### config.mk
export PLATFORM = sky130hd
export DESIGN_NAME = lag_traffic_gen
export DESIGN_NICKNAME = d
export VERILOG_FILES = /design/src/rtl/lag_tg_pkg.sv /design/src/rtl/lag_tg_fifo.sv /design/src/rtl/lag_traffic_gen.sv
export SDC_FILE = /design/constraint.sdc
export NUM_CORES = 1
export LEC_CHECK = 0
export CAP_MARGIN = 20
export CORE_UTILIZATION = 45
export CTS_BUF_LIST = sky130_fd_sc_hd__clkbuf_16
export CTS_CLUSTER_SIZE = 28
export DETAILED_ROUTE_END_ITERATION = 10
export HOLD_SLACK_MARGIN = 0.08
export PLACE_DENSITY_LB_ADDON = 0.3
export SETUP_SLACK_MARGIN = 0.5
export SLEW_MARGIN = 20
export SYNTH_ARGS = -nofsm -noshare
export SYNTH_HDL_FRONTEND = slang
export SYNTH_SLANG_ARGS = --single-unit
export TNS_END_PERCENT = 50
### constraint.sdc
create_clock -name clk -period 16.1 [get_ports clk]
set_input_delay 3.22 -clock clk [delete_from_list [all_inputs] [get_ports clk]]
set_output_delay 3.22 -clock clk [all_outputs]
set_load 0.05 [all_outputs]
### src/rtl/lag_tg_pkg.sv
// Shared types and LFSR helper for the LAG open-loop traffic generator.
package lag_tg_pkg;

  typedef struct packed {
    logic [31:0] ts;
    logic [7:0]  dx;
    logic [7:0]  dy;
  } pend_entry_t;

  typedef enum logic [1:0] {
    IDLE,
    HEAD,
    BODY
  } tg_state_t;

  // Feedback taps 16,14,13,11 mapped onto bits 15,13,12,10
  localparam logic [15:0] LFSR_TAPS = 16'hB400;

  function automatic logic [15:0] lfsr_next(input logic [15:0] s);
    return {s[14:0], ^(s & LFSR_TAPS)};
  endfunction

endpackage

### src/rtl/lag_tg_fifo.sv
// Registered FIFO for pending packets; a push while full succeeds when a pop
// happens in the same cycle. DEPTH must be a power of 2, at least 2.
module lag_tg_fifo #(
  parameter int unsigned WIDTH = 48,
  parameter int unsigned DEPTH = 8
) (
  input  logic             clk,
  input  logic             rst,
  input  logic             i_push,
  input  logic             i_pop,
  input  logic [WIDTH-1:0] i_data,
  output logic [WIDTH-1:0] o_data,
  output logic             o_full,
  output logic             o_empty
);

  localparam int unsigned AW = $clog2(DEPTH);

  logic [WIDTH-1:0] r_mem [DEPTH];
  logic [AW:0]      r_wr_ptr;
  logic [AW:0]      r_rd_ptr;
  logic             w_do_pop;
  logic             w_do_push;

  assign o_empty   = (r_wr_ptr == r_rd_ptr);
  assign o_full    = (r_wr_ptr[AW] != r_rd_ptr[AW]) &&
                     (r_wr_ptr[AW-1:0] == r_rd_ptr[AW-1:0]);
  assign w_do_pop  = i_pop && !o_empty;
  assign w_do_push = i_push && (!o_full || w_do_pop);
  assign o_data    = r_mem[r_rd_ptr[AW-1:0]];

  always_ff @(posedge clk) begin
    if (rst) begin
      r_wr_ptr <= '0;
      r_rd_ptr <= '0;
    end else begin
      if (w_do_push) r_wr_ptr <= r_wr_ptr + 1'b1;
      if (w_do_pop)  r_rd_ptr <= r_rd_ptr + 1'b1;
    end
  end

  always_ff @(posedge clk) begin
    if (w_do_push) r_mem[r_wr_ptr[AW-1:0]] <= i_data;
  end

endmodule

### src/rtl/lag_traffic_gen.sv
// Open-loop Bernoulli traffic source for one router local port: LFSR-driven
// generation into a timestamped queue, drained one packet per VC round-robin.
module lag_traffic_gen
  import lag_tg_pkg::*;
#(
  parameter int unsigned nv            = 4,
  parameter int unsigned xdim          = 4,
  parameter int unsigned ydim          = 4,
  parameter int unsigned xpos          = 0,
  parameter int unsigned ypos          = 0,
  parameter int unsigned packet_length = 8,
  parameter int unsigned pend_depth    = 8,
  parameter logic [15:0] seed          = 16'hACE1
) (
  input  logic          clk,
  input  logic          rst,
  input  logic          enable,
  input  logic [15:0]   rate_thresh,
  input  logic [nv-1:0] network_ready,
  output logic [15:0]   flit_data,
  output logic          flit_head,
  output logic          flit_tail,
  output logic          flit_valid,
  output logic [nv-1:0] flit_vc,
  output logic [15:0]   pkts_sent,
  output logic [15:0]   pkts_dropped
);

  localparam int unsigned VW    = (nv > 1) ? $clog2(nv) : 1;
  localparam logic [7:0]  XD    = 8'(xdim);
  localparam logic [7:0]  YD    = 8'(ydim);
  localparam logic [7:0]  XP    = 8'(xpos);
  localparam logic [7:0]  YP    = 8'(ypos);
  localparam logic [7:0]  XNEXT = 8'((xpos + 1) % xdim);
  localparam logic [7:0]  LASTK = 8'(packet_length - 1);

  tg_state_t   r_state, w_next;
  logic [15:0] r_lfsr;
  logic [31:0] r_cycle;
  logic [VW-1:0] r_rr, r_vc_idx, w_sel, w_rr_next;
  logic [7:0]  r_k;
  logic [15:0] r_id, r_sent, r_dropped;
  logic [31:0] r_ts;
  logic [7:0]  r_dx, r_dy;

  logic        w_gen, w_full, w_empty, w_pop, w_found, w_rdy, w_last;
  logic [7:0]  w_dx_raw, w_dx, w_dy, w_body_hi;
  pend_entry_t w_push_ent, w_head_ent;

  assign w_gen    = enable && (r_lfsr < rate_thresh);
  assign w_dx_raw = r_lfsr[7:0] % XD;
  assign w_dy     = r_lfsr[15:8] % YD;
  // Never address ourselves: step X on a self-hit
  assign w_dx       = ((w_dx_raw == XP) && (w_dy == YP)) ? XNEXT : w_dx_raw;
  assign w_push_ent = '{ts: r_cycle, dx: w_dx, dy: w_dy};

  lag_tg_fifo #(
    .WIDTH($bits(pend_entry_t)),
    .DEPTH(pend_depth)
  ) u_fifo (
    .clk    (clk),
    .rst    (rst),
    .i_push (w_gen),
    .i_pop  (w_pop),
    .i_data (w_push_ent),
    .o_data (w_head_ent),
    .o_full (w_full),
    .o_empty(w_empty)
  );

  always_comb begin
    w_found = 1'b0;
    w_sel   = '0;
    for (int unsigned i = 0; i < nv; i++) begin
      if (!w_found && network_ready[VW'((32'(r_rr) + i) % nv)]) begin
        w_found = 1'b1;
        w_sel   = VW'((32'(r_rr) + i) % nv);
      end
    end
  end

  assign w_rdy     = network_ready[r_vc_idx];
  assign w_last    = (r_k == LASTK);
  assign w_rr_next = (32'(r_vc_idx) == nv - 1) ? '0 : r_vc_idx + VW'(1);

  always_comb begin
    case (r_k)
      8'd1:    w_body_hi = r_id[7:0];
      8'd2:    w_body_hi = r_id[15:8];
      8'd3:    w_body_hi = r_ts[7:0];
      8'd4:    w_body_hi = r_ts[15:8];
      8'd5:    w_body_hi = r_ts[23:16];
      8'd6:    w_body_hi = r_ts[31:24];
      default: w_body_hi = '0;
    endcase
  end

  always_comb begin
    w_next     = r_state;
    w_pop      = 1'b0;
    flit_valid = 1'b0;
    flit_head  = 1'b0;
    flit_tail  = 1'b0;
    flit_data  = '0;
    flit_vc    = '0;
    case (r_state)
      IDLE: begin
        if (!w_empty && w_found) begin
          w_pop  = 1'b1;
          w_next = HEAD;
        end
      end
      HEAD: begin
        flit_valid = 1'b1;
        flit_head  = 1'b1;
        flit_vc    = nv'(1) << r_vc_idx;
        flit_data  = {r_dx - XP, r_dy - YP};
        if (w_rdy) w_next = BODY;
      end
      BODY: begin
        flit_valid = 1'b1;
        flit_tail  = w_last;
        flit_vc    = nv'(1) << r_vc_idx;
        flit_data  = {w_body_hi, r_k};
        if (w_rdy && w_last) w_next = IDLE;
      end
      default: w_next = IDLE;
    endcase
  end

  always_ff @(posedge clk) begin
    if (rst) begin
      r_state   <= IDLE;
      r_lfsr    <= seed;
      r_cycle   <= '0;
      r_rr      <= '0;
      r_vc_idx  <= '0;
      r_k       <= '0;
      r_id      <= '0;
      r_sent    <= '0;
      r_dropped <= '0;
      r_ts      <= '0;
      r_dx      <= '0;
      r_dy      <= '0;
    end else begin
      r_state <= w_next;
      r_lfsr  <= lfsr_next(r_lfsr);
      r_cycle <= r_cycle + 32'd1;
      if (w_gen && w_full && !w_pop && (r_dropped != 16'hFFFF))
        r_dropped <= r_dropped + 16'd1;
      case (r_state)
        IDLE: begin
          if (w_pop) begin
            r_vc_idx <= w_sel;
            r_ts     <= w_head_ent.ts;
            r_dx     <= w_head_ent.dx;
            r_dy     <= w_head_ent.dy;
          end
        end
        HEAD: if (w_rdy) r_k <= 8'd1;
        BODY: begin
          if (w_rdy) begin
            if (w_last) begin
              r_sent <= r_sent + 16'd1;
              r_id   <= r_id + 16'd1;
              r_rr   <= w_rr_next;
            end else begin
              r_k <= r_k + 8'd1;
            end
          end
        end
        default: ;
      endcase
    end
  end

  assign pkts_sent    = r_sent;
  assign pkts_dropped = r_dropped;

endmodule

# Word level (Yosys, flattened, before mapping)

Memory sizes are Yosys's and may differ from the RTL's. A register that Yosys moved wholly into a read port is not among the register bits.
Cells that the tools add are included.

Flip-flop bits (word level): 134
Bits in writable memories: 288
Memories kept: 1
Output and inout port bits: 55

Memories:

| memory       | words | bits a word | rd ports | clocked after memory_dff | wr ports | line              | RTL |
|---|---|---|---|---|---|---|---|
| u_fifo.r_mem | 8     | 36          | 1        | 1                        | 1        | lag_tg_fifo.sv:19 | `logic [WIDTH-1:0] r_mem [DEPTH];` |

Add/subtract/negate cells: 11
Equal/unequal tests: 19
Order comparisons: 6
Mux-type cells: 38
Shift operators: 1
Reductions and logical operators: 30

Operator list:

| cell                    | count |
|---|---|
| $add A16 B1 Y16 const B | 3 |
| $pmux W8 S6             | 1 |
| $add A32 B1 Y32 const B | 1 |
| $eq A8 B3 Y1 const B    | 4 |
| $pmux W16 S2            | 1 |
| $mux W8                 | 3 |
| $mux W2                 | 9 |
| $eq A8 B2 Y1 const B    | 2 |
| $logic_not A8 Y1        | 2 |
| $lt A16 B16 Y1          | 1 |
| $mux W1                 | 16 |
| $ne A16 B16 Y1 const B  | 1 |
| $pmux W8 S2             | 1 |
| $reduce_xor A16 Y1      | 1 |
| $lt A2 B3 Y1 const B    | 5 |
| $logic_and A1 B1 Y1     | 13 |
| $bmux W1 S2             | 5 |
| $ne A2 B2 Y1 const B    | 5 |
| $add A4 B1 Y4 const B   | 2 |
| $add A8 B1 Y8 const B   | 1 |
| $eq A8 B1 Y1 const B    | 1 |
| $logic_not A1 Y1        | 6 |
| $pmux W2 S3             | 1 |
| $reduce_and A3 Y1       | 2 |
| other kinds (15)        | 18 |

# Longest topological paths before layout

Gate-level depths: netlist (run 1).

Depth in word-level cells: 20
Mapped depth: 10
Depth with buffers taken out: 8

# Hierarchy

From an unflattened synthesis (run 1), not the netlist that was laid out.

Cell total of the unflattened synthesis: 1531
Area, all modules: 22616.7 um2

By module, submodules not included:

| module          | times used | area each (um2) | sequential area each (um2) | cells each |
|---|---|---|---|---|
| lag_tg_fifo     | 1          | 15217.1         | 11751.3                    | 626 |
| lag_traffic_gen | 1          | 7399.6          | 3163.0                     | 905 |

# Least setup slack after synthesis (run 1)

OpenSTA, ideal clock, no wires.

Path kind: input -> register
Start: in rate_thresh[1]
End: mem u_fifo.r_mem[0][0] (netlist name), enable pin
Setup time: 532 ps
Stages: 8
Arrival time: 8444 ps
Setup slack: 7124 ps
Path through: inv_1 ha_1 a2111o_1 a32oi_1 o211ai_2 clkbuf_1 clkbuf_1 nor4b_1

Word-level cells in the longest chain between the ends: 5

RTL lines:

| element                       | line                  | RTL |
|---|---|---|
| start: declaration            | lag_traffic_gen.sv:18 | `input logic [15:0] rate_thresh,` |
| $lt A16 B16 Y1                | lag_traffic_gen.sv:50 | `assign w_gen = enable && (r_lfsr < rate_thresh);` |
| $logic_and A1 B1 Y1           | lag_traffic_gen.sv:50 |  |
| $logic_and A1 B1 Y1           | lag_tg_fifo.sv:29     | `assign w_do_push = i_push && (!o_full \|\| w_do_pop);` |
| $mux W1                       | lag_tg_fifo.sv:43     | `if (w_do_push) r_mem[r_wr_ptr[AW-1:0]] <= i_data;` |
| $mux W1 (not written as such) | lag_tg_fifo.sv:43     |  |
| end: declaration              | lag_tg_fifo.sv:19     |  |

Every way passes these cells.

# Worst setup path after layout (run 1)

Start: reg r_k[3]
End: out flit_data[14]

Word-level cells in the longest chain between the ends: 3
Elaborated cells on any way between the ends: 8

RTL lines:

| element                              | line                   | RTL |
|---|---|---|
| start: declaration                   | lag_traffic_gen.sv:41  | `logic [7:0] r_k;` |
| start signal: assignment             | lag_traffic_gen.sv:168 | `r_k <= r_k + 8'd1;` |
| $eq A8 B3 Y1 (tied with other cells) | lag_traffic_gen.sv:87  | `case (r_k)` |
| $pmux W8 S6 *                        | lag_traffic_gen.sv:87  |  |
| $pmux W16 S2 *                       | lag_traffic_gen.sv:106 | `case (r_state)` |
| end: declaration                     | lag_traffic_gen.sv:20  | `output logic [15:0] flit_data,` |

Mark *: on every way between the ends. The rest lies on a longest branch, timed or not.

==> flow_summary.json, run 1 <==
{
  "grt_overflow": 0,
  "synth_area_mm2": 0.0182,
  "final_max_slew_viol_count": 0,
  "rsz0062_at_grt": "no",
  "postRouteAntennaNets": 0,
  "status": "finished, final reports clean",
  "io_buffers": 77,
  "grt.total_usage_pct": 18.9,
  "grt_max_degree": 84,
  "fin_setup_tns_ps": 0,
  "cp_top_family": "simple AND/OR/NAND/NOR gates",
  "slowest_delay_ps": 830,
  "yosysWarnings": 0,
  "fmax_mhz": 142,
  "antennaDiodeCount": 0,
  "viasPerCell": 5.57,
  "start_util_pct": 45.7,
  "path_max_fanout": 12,
  "yosysSeqAreaShare_pct": 64.5,
  "grt_pass1_vias": 10673,
  "final_hold_viol_count": 0,
  "cts_root_buffer": "clkbuf_16",
  "final_cells": 1920,
  "die_w_um": 203,
  "via_count": 10690,
  "ctsResizeCount": 0,
  "fin_worst_skew_ps": 17.7,
  "dr.pass1.iters": 7,
  "ys_top_cells_by_area": "edfxtp_1 48%, dfxtp_1 17%, mux4_2 9.0%",
  "drv_cap": 0,
  "fin_util_pct": 52.4,
  "drc": 0,
  "ys.flop_type": "edfxtp_1",
  "slew_headroom_pct": 32.4,
  "tritoncts": "yes",
  "p_per_area_mw_per_mm2": 129,
  "leakagePower_nw": 6.81,
  "area_delta_synth_final_pct": 14.7,
  "syn-num-nets": 1345,
  "path_cells": "nor4_1 -> nor2b_1 -> and3_1 -> a22oi_1 -> a21oi_1 -> clkdlybuf4s50_1",
  "die_h_um": 203,
  "cp.arrival_ps": 3800,
  "fin_nets": 1414,
  "intPower_mw": 1.98,
  "die_area_mm2": 0.0413,
  "min_period_ps": 7020,
  "cp.required_ps": 12880,
  "antenna_found_initial": 0,
  "nFillCells": 3321,
  "worst-path-buf-inv": 1,
  "htree_levels": 2,
  "hpwlAfterDp_um": 22600,
  "wl_per_cell_um": 19.7,
  "ff2ff_setup_slack_ps": 12630,
  "clk_path_buf_depth": 3,
  "path_clk_slew_ps": 60,
  "ys_ff_latch": 442,
  "p_clk_share_pct": 36.4,
  "place_congestion": 0.831,
  "synth-edff-count": 288,
  "synth_top_area_share_pct": 47.5,
  "cts_setup_buffers": 0,
  "place_inst": 1838,
  "power_switching_uw": 703,
  "path_class": "reg -> out",
  "cts_num_sinks": 442,
  "drtIter0Drc": 813,
  "synth_cells": 1290,
  "cts_buffers": 44,
  "slowest_stage": "clkdlybuf4s50_1",
  "fp-row-count": 73,
  "tightest_slew_ps": 1010,
  "async_flop_share_pct": 0,
  "cp-start-kind": "register",
  "irDropWorstVdd_uv": 96.3,
  "wirelength_um": 37800,
  "setup_viol": 0,
  "clock_latency_ps": 560,
  "swShare_pct": 26.2,
  "finalCritPeriodShare_pct": 43.6,
  "coreArea_mm2": 0.0398,
  "cts.hold.buffers_added": 0,
  "worstHoldPathType": "reg -> reg",
  "ios": 78,
  "layout-drive-gt1-share_pct": 13.8,
  "ys_types": 57,
  "synth_top_area_cell": "edfxtp_1",
  "pwr-share-comb_pct": 15.0,
  "grt_pass1_wl_um": 60300,
  "cp-end-kind": "output pin",
  "syn_area_per_cell_um2": 14.1,
  "seqPwrFrac_pct": 48.7
}
## metal layers
layer	track usage, %	routed length (µm)	part of all wire (%)
met5	0	0	0
met4	5.32	847	2.2
met3	2.74	1730	4.6
met2	31.7	18400	49
met1	25.5	16800	45
## Yosys cell counts (3+ instances only)
cell / n
buf_2: 18
mux4_2: 73
a22o_1: 5
nor4_1: 6
nand2_1: 60
nor3_1: 14
dfxtp_1: 154
edfxtp_1: 288
a21oi_1: 50
o22ai_1: 4
a221oi_1: 3
and4b_1: 3
and2_1: 14
nand4_1: 22
mux2_2: 17
a22oi_1: 8
or4_1: 7
nand3_1: 31
ha_1: 32
inv_1: 35
xnor2_1: 19
buf_1: 9
mux2i_1: 45
o31ai_1: 7
nor2_1: 117
nand2b_1: 8
o21ai_0: 28
or2_2: 8
or3_1: 21
and3_1: 13
a211oi_1: 38
nor2b_1: 21
and4_1: 5
xor2_1: 40
clkbuf_1: 40
## final timing paths
path                   startpoint                             to  depth (start not counted)
max           r_k[3]$_SDFFE_PP0P_                  flit_data[14]                          6
min          r_lfsr[4]$_SDFF_PP0_           r_lfsr[5]$_SDFF_PP1_                          1
max reg2reg  r_lfsr[1]$_SDFF_PP0_  u_fifo.r_mem[2][26]$_DFFE_PP_                          8
min reg2reg  r_lfsr[4]$_SDFF_PP0_           r_lfsr[5]$_SDFF_PP1_                          1
## sequential cells by signal, indices dropped and copies added (netlist names), 4 cells and up
signal	cells
r_lfsr	16
pkts_dropped	16
r_cycle	32
u_fifo.r_mem	288
r_id	16
u_fifo.r_wr_ptr	4
r_ts	32
r_k	8
pkts_sent	16
u_fifo.r_rd_ptr	4
## logic make-up (layout without fill, tap and decap cells)
family / count (synthesis) / count (layout) / synth area share (%)
DFF: 442 / 442 / 64.5
and+or+nand+nor: 364 / 364 / 10.2
AOI/OAI and AO/OA: 154 / 154 / 5.39
muxes: 135 / 135 / 12.6
buffers and inverters: 104 / 209 / 2.33
xor gates and xnor gates: 59 / 59 / 2.84
adders and majority gates: 32 / 32 / 2.20
## cells in the final DEF (no fill, tap or decap), types with 17 or more instances in the layout
cell | synthesis | routed
nand2_1 | 60 | 60
nand4_1 | 22 | 22
mux4_2 | 73 | 73
mux2i_1 | 45 | 45
xnor2_1 | 19 | 19
dfxtp_1 | 154 | 151
nor2_1 | 117 | 117
o21ai_0 | 28 | 28
a211oi_1 | 38 | 38
nor2b_1 | 21 | 21
inv_1 | 35 | 49
or3_1 | 21 | 21
a21oi_1 | 50 | 50
clkdlybuf4s50_1 | 0 | 76
ha_1 | 32 | 32
clkbuf_16 | 0 | 46
xor2_1 | 40 | 40
nand3_1 | 31 | 31
edfxtp_1 | 288 | 288
mux2_2 | 17 | 17
## metrics by stage
stage | power, mW | cell area, µm² | setup slack, ps | hold WS [ps]
after floorplan | 1.62 | 18200 | 7120 | 419
after detailed placement | 1.74 | 19500 | 9500 | 433
after global routing | 2.80 | 20900 | 8910 | 469
final | 2.69 | 20900 | 9080 | 444
after global placement | 1.73 | 19500 | 9550 | 432
after CTS | 2.71 | 20900 | 9120 | 451
## power by group through the flow
stage                     registers (mW)  clock network [mW]  logic (mW)
after floorplan                     1.29                   0       0.332
after CTS                           1.31               0.994       0.407
after global routing                1.31                1.04       0.445
final                               1.31               0.977       0.402
after global placement              1.33                   0       0.402
after detailed placement            1.33                   0       0.405
## cell type report
cell class | instances | area (µm²) | area share, %
Multi-Input combinational cell | 744 | 6070 | 29.1
Timing Repair Buffer | 92 | 888 | 4.26
Clock buffer | 46 | 1150 | 5.51
Tap cell | 525 | 657 | 3.15
Inverter | 35 | 131 | 0.629
Clock inverter | 36 | 238 | 1.14
Sequential cell | 442 | 11700 | 56.2
Note: power is estimated with default switching activity, not from simulation.
==> run 2, diff against run 1 <==
- clock period: 16.1 -> 5.7 ns (I/O delays scaled with it)
==> flow_summary.json, run 2 (synthesis results as in run 1) <==
{
  "seq_area_mm2": 0.0117,
  "cp-end-kind": "output pin",
  "pre_cts_ws_ps": 946,
  "ctsResizeCount": 0,
  "cts.hold.buffers_added": 0,
  "wl_per_cell_um": 20.0,
  "postRouteAntennaNets": 0,
  "htree_levels": 2,
  "fmax_mhz": 207,
  "place_inst": 1843,
  "grt_pass1_vias": 10741,
  "ff2ff_setup_slack_ps": 2110,
  "cp-start-kind": "register",
  "fin_util_pct": 52.5,
  "path_class": "reg -> out",
  "drv_cap": 0,
  "tritoncts": "yes",
  "final_cells": 1926,
  "cts_num_sinks": 442,
  "final_max_slew_viol_count": 0,
  "ios": 78,
  "p_per_area_mw_per_mm2": 362,
  "irDropWorstVdd_uv": 201,
  "grt_max_degree": 84,
  "cp.arrival_ps": 3690,
  "path_clk_slew_ps": 60,
  "antenna_found_initial": 0,
  "wirelength_um": 38500,
  "path_cells": "nor4_1 -> nor2b_2 -> and3b_1 -> a221oi_1 -> o21ai_0 -> clkdlybuf4s50_1",
  "hpwlAfterDp_um": 23600,
  "min_to": "r_lfsr[7]$_SDFF_PP1_",
  "worstHoldPathType": "reg -> reg",
  "rsz0062_at_grt": "no",
  "tightest_slew_ps": 1010,
  "grt_pass1_wl_um": 60600,
  "area_delta_synth_final_pct": 14.9,
  "die_area_mm2": 0.0413,
  "cts_buffers": 45,
  "drc": 0,
  "dr.pass1.iters": 5,
  "fin_setup_tns_ps": 0,
  "slowest_stage": "clkdlybuf4s50_1",
  "via_count": 10641,
  "setup_viol": 0,
  "met2_usage_pct": 32.3,
  "die_w_um": 203,
  "die_h_um": 203,
  "placed_area_mm2": 0.0195,
  "layout_common_cells": "288 x edfxtp_1, 151 x dfxtp_1, 117 x nor2_1",
  "r2r_start": "r_lfsr[1]$_SDFF_PP0_",
  "slowest_delay_ps": 880,
  "path_max_fanout": 12,
  "grt.total_usage_pct": 18.9,
  "met3_usage_pct": 3.16,
  "antennaDiodeCount": 0,
  "layout_commonest_cell": "edfxtp_1",
  "cts_setup_buffers": 0,
  "cts_root_buffer": "clkbuf_16",
  "grt_use_met1_pct": 24.9,
  "slew_headroom_pct": 32.3,
  "status": "finished, final reports clean",
  "viasPerCell": 5.52,
  "largest_reg_flops": 288,
  "drtIter0Drc": 810,
  "finalCritPeriodShare_pct": 84.7,
  "grt_overflow": 0,
  "start_util_pct": 45.7,
  "r2r_end": "u_fifo.r_mem[4][6]$_DFFE_PP_",
  "busiest_layer": "met2",
  "clk_path_buf_depth": 3,
  "hold_depth": 1,
  "nFillCells": 3289,
  "multi_input_area_mm2": 0.00610,
  "worstRegToRegCells": 7,
  "leakagePower_nw": 6.79,
  "coreArea_mm2": 0.0398,
  "min_period_ps": 4830,
  "clock_latency_ps": 560,
  "worst_slack_ps": 875,
  "postLayoutCellArea_mm2": 0.0209,
  "fin_worst_skew_ps": 23.6,
  "layout-drive-gt1-share_pct": 14.2,
  "io_buffers": 77,
  "final_hold_viol_count": 0,
  "min_from": "r_lfsr[6]$_SDFF_PP1_",
  "place_congestion": 0.839,
  "fin_nets": 1420,
  "fp-row-count": 73,
  "cp.required_ps": 4560
}
-- run 2: area by class of cell --
cell class / count / area share (%)
flip-flops and latches: 442 / 56.1
multi-input cells: 744 / 29.2
clock buffers: 45 / 5.38
repair buffers: 97 / 4.39
well taps: 525 / 3.14
clock inverters: 38 / 1.18
inverters: 35 / 0.628
-- run 2: where the power goes --
part | internal [mW] | total [mW] | leakage, nW | switching [mW]
sequential | 3.53 | 3.70 | 3.93 | 0.165
clock | 1.53 | 2.75 | 0.691 | 1.21
combinational | 0.510 | 1.12 | 2.17 | 0.612
-- run 2: stage by stage --
step / hold slack, ps / total power, mW
2_1_floorplan: 419 / 4.59
3_3_place_gp: 440 / 4.88
3_5_place_dp: 432 / 4.90
4_1_cts: 445 / 7.63
5_1_grt: 458 / 7.89
6_report: 437 / 7.57
-- run 2: per-layer routing --
| metal | wire length [µm] | up-vias |
|---|---|---|
| li1 | - | 5025 |
| met1 | 16900 | 5341 |
| met2 | 19100 | 221 |
| met3 | 1670 | 54 |
| met4 | 828 | 0 |
| met5 | 0 | - |
-- run 2: worst max path at each step --
stage                   startpoint                      endpoint  slack [ps]  cells after the start
3_3_place_gp        rate_thresh[1]  u_fifo.r_mem[4][7]$_DFFE_PP_        1060                      9
3_5_place_dp        rate_thresh[7]  u_fifo.r_mem[4][9]$_DFFE_PP_         950                     10
4_1_cts        r_k[3]$_SDFFE_PP0P_                  flit_data[8]         690                      6
6_report       r_k[3]$_SDFFE_PP0P_                  flit_data[8]         870                      6
2_1_floorplan       rate_thresh[1]  u_fifo.r_mem[0][0]$_DFFE_PP_         570                      8
5_1_grt        r_k[3]$_SDFFE_PP0P_                  flit_data[8]         710                      6
-- run 2: worst max-delay path: cells and delay by family (launching register included) --
family                 cells  cell delay [ps]
flip-flops                 1              360
buffers and inverters      1              880
AO/OA/AOI/OAI              2              470
AND/OR/NAND/NOR            3             1410
==> run 3, diff against run 2 <==
- clock period: 5.7 -> 4.73 ns (I/O delays scaled with it)
==> flow_summary.json, run 3 (synthesis results as in run 1) <==
{
  "status": "finished, final reports clean",
  "coreArea_mm2": 0.0398,
  "postRouteAntennaNets": 0,
  "cp-end-kind": "output pin",
  "grt_overflow": 0,
  "multi_input_area_mm2": 0.00610,
  "placed_area_mm2": 0.0196,
  "path_clk_slew_ps": 60,
  "worst_slack_ps": 480,
  "cts_setup_buffers": 0,
  "antennaDiodeCount": 0,
  "start_util_pct": 45.7,
  "pwr-share-comb_pct": 15.3,
  "grt.total_usage_pct": 18.5,
  "largest_reg_flops": 288,
  "fmax_mhz": 235,
  "grt_pass1_wl_um": 59400,
  "setup_viol": 0,
  "cts_buffers": 45,
  "drc": 0,
  "swShare_pct": 25.8,
  "pre_cts_ws_ps": 747,
  "rsz0062_at_grt": "yes",
  "dr.pass1.iters": 7,
  "cts_num_sinks": 442,
  "cts_root_buffer": "clkbuf_16",
  "final_max_slew_viol_count": 0,
  "min_period_ps": 4250,
  "path_max_fanout": 12,
  "wl_per_cell_um": 19.4,
  "leakagePower_nw": 6.89,
  "nFillCells": 3280,
  "io_buffers": 77,
  "die_w_um": 203,
  "seq_area_mm2": 0.0117,
  "die_area_mm2": 0.0413,
  "tightest_slew_ps": 936,
  "layout-drive-gt1-share_pct": 14.0,
  "cp.arrival_ps": 3300,
  "irDropWorstVdd_uv": 238,
  "fin_util_pct": 52.8,
  "layout_common_cells": "288 x edfxtp_1, 150 x dfxtp_1, 117 x nor2_1",
  "worstHoldPathType": "reg -> reg",
  "cp-start-kind": "register",
  "drtIter0Drc": 768,
  "drv_cap": 0,
  "fp-row-count": 73,
  "p_per_area_mw_per_mm2": 433,
  "p_clk_share_pct": 36.4,
  "slew_headroom_pct": 37.6,
  "grt_max_degree": 92,
  "cp.required_ps": 3780,
  "postLayoutCellArea_mm2": 0.0210,
  "ios": 78,
  "clock_latency_ps": 560,
  "finalCritPeriodShare_pct": 89.8,
  "area_delta_synth_final_pct": 15.5,
  "hpwlAfterDp_um": 22700,
  "fin_nets": 1419,
  "tritoncts": "yes",
  "power_switching_mw": 2.35,
  "fin_worst_skew_ps": 18.9,
  "grt_pass1_vias": 10583,
  "via_count": 10592,
  "htree_levels": 2,
  "intPower_mw": 6.76,
  "fin_setup_tns_ps": 0,
  "viasPerCell": 5.50,
  "clk_path_buf_depth": 3,
  "layout_commonest_cell": "edfxtp_1",
  "power_mw": 9.11,
  "die_h_um": 203,
  "antenna_found_initial": 0,
  "final_hold_viol_count": 0,
  "path_class": "reg -> out",
  "seqPwrFrac_pct": 48.4,
  "wirelength_um": 37400,
  "place_congestion": 0.796
}
## run 3: timing repair
action                                  CTS  global route
endpoints found under the setup margin    7             7
gates resized for setup                   3             3
hold buffers                              0             0
## run 3: final cells by class
type,count,area share (%)
clock inverter,38,1.17
timing repair buffer,96,4.83
multi-input combinational,744,29.0
sequential,442,55.9
clock buffer,45,5.36
tap,525,3.13
inverter,35,0.625
## run 3: power groups by stage
stage | combinational (mW) | clock (mW) | sequential, mW
CTS | 1.41 | 3.38 | 4.41
detailed placement | 1.41 | 0 | 4.49
finish | 1.39 | 3.31 | 4.41
global placement | 1.39 | 0 | 4.48
global route | 1.53 | 3.53 | 4.43
floorplan | 1.13 | 0 | 4.40
## run 3: per-layer routing
metal / up-vias / GRT usage (%) / routed length (µm)
met3: 69 / 2.86 / 1510
li1: 5023 / - / -
met5: - / 0 / 0
met4: 0 / 6.02 / 1030
met1: 5306 / 24.7 / 16600
met2: 194 / 31.1 / 18200
## run 3: path summary, 6_finish.rpt
kind | start | end | slack (ps) | cells after the start
hold / removal | r_lfsr[4]$_SDFF_PP0_ | r_lfsr[5]$_SDFF_PP1_ | 440 | 1
hold reg to reg | r_lfsr[4]$_SDFF_PP0_ | r_lfsr[5]$_SDFF_PP1_ | 440 | 1
setup reg to reg | r_lfsr[1]$_SDFF_PP0_ | u_fifo.r_mem[3][35]$_DFFE_PP_ | 1690 | 7
setup / recovery | r_k[3]$_SDFFE_PP0P_ | flit_data[9] | 480 | 7
## run 3: worst max-delay path, cell delays in order (launching register included)
cell and delay, ps:
dfxtp_1 360, nor4_1 440, nor2b_1 190, buf_4 190
and3_1 380, a221oi_1 150, o21ai_0 190, clkdlybuf4s50_1 850
## run 3: stage by stage
| step | hold WS, ps | std cells |
|---|---|---|
| after CTS | 451 | 1925 |
| after global routing | 464 | 1925 |
| after global placement | 431 | 1842 |
| after detailed placement | 431 | 1842 |
| after floorplan | 419 | 1290 |
| final | 444 | 1925 |
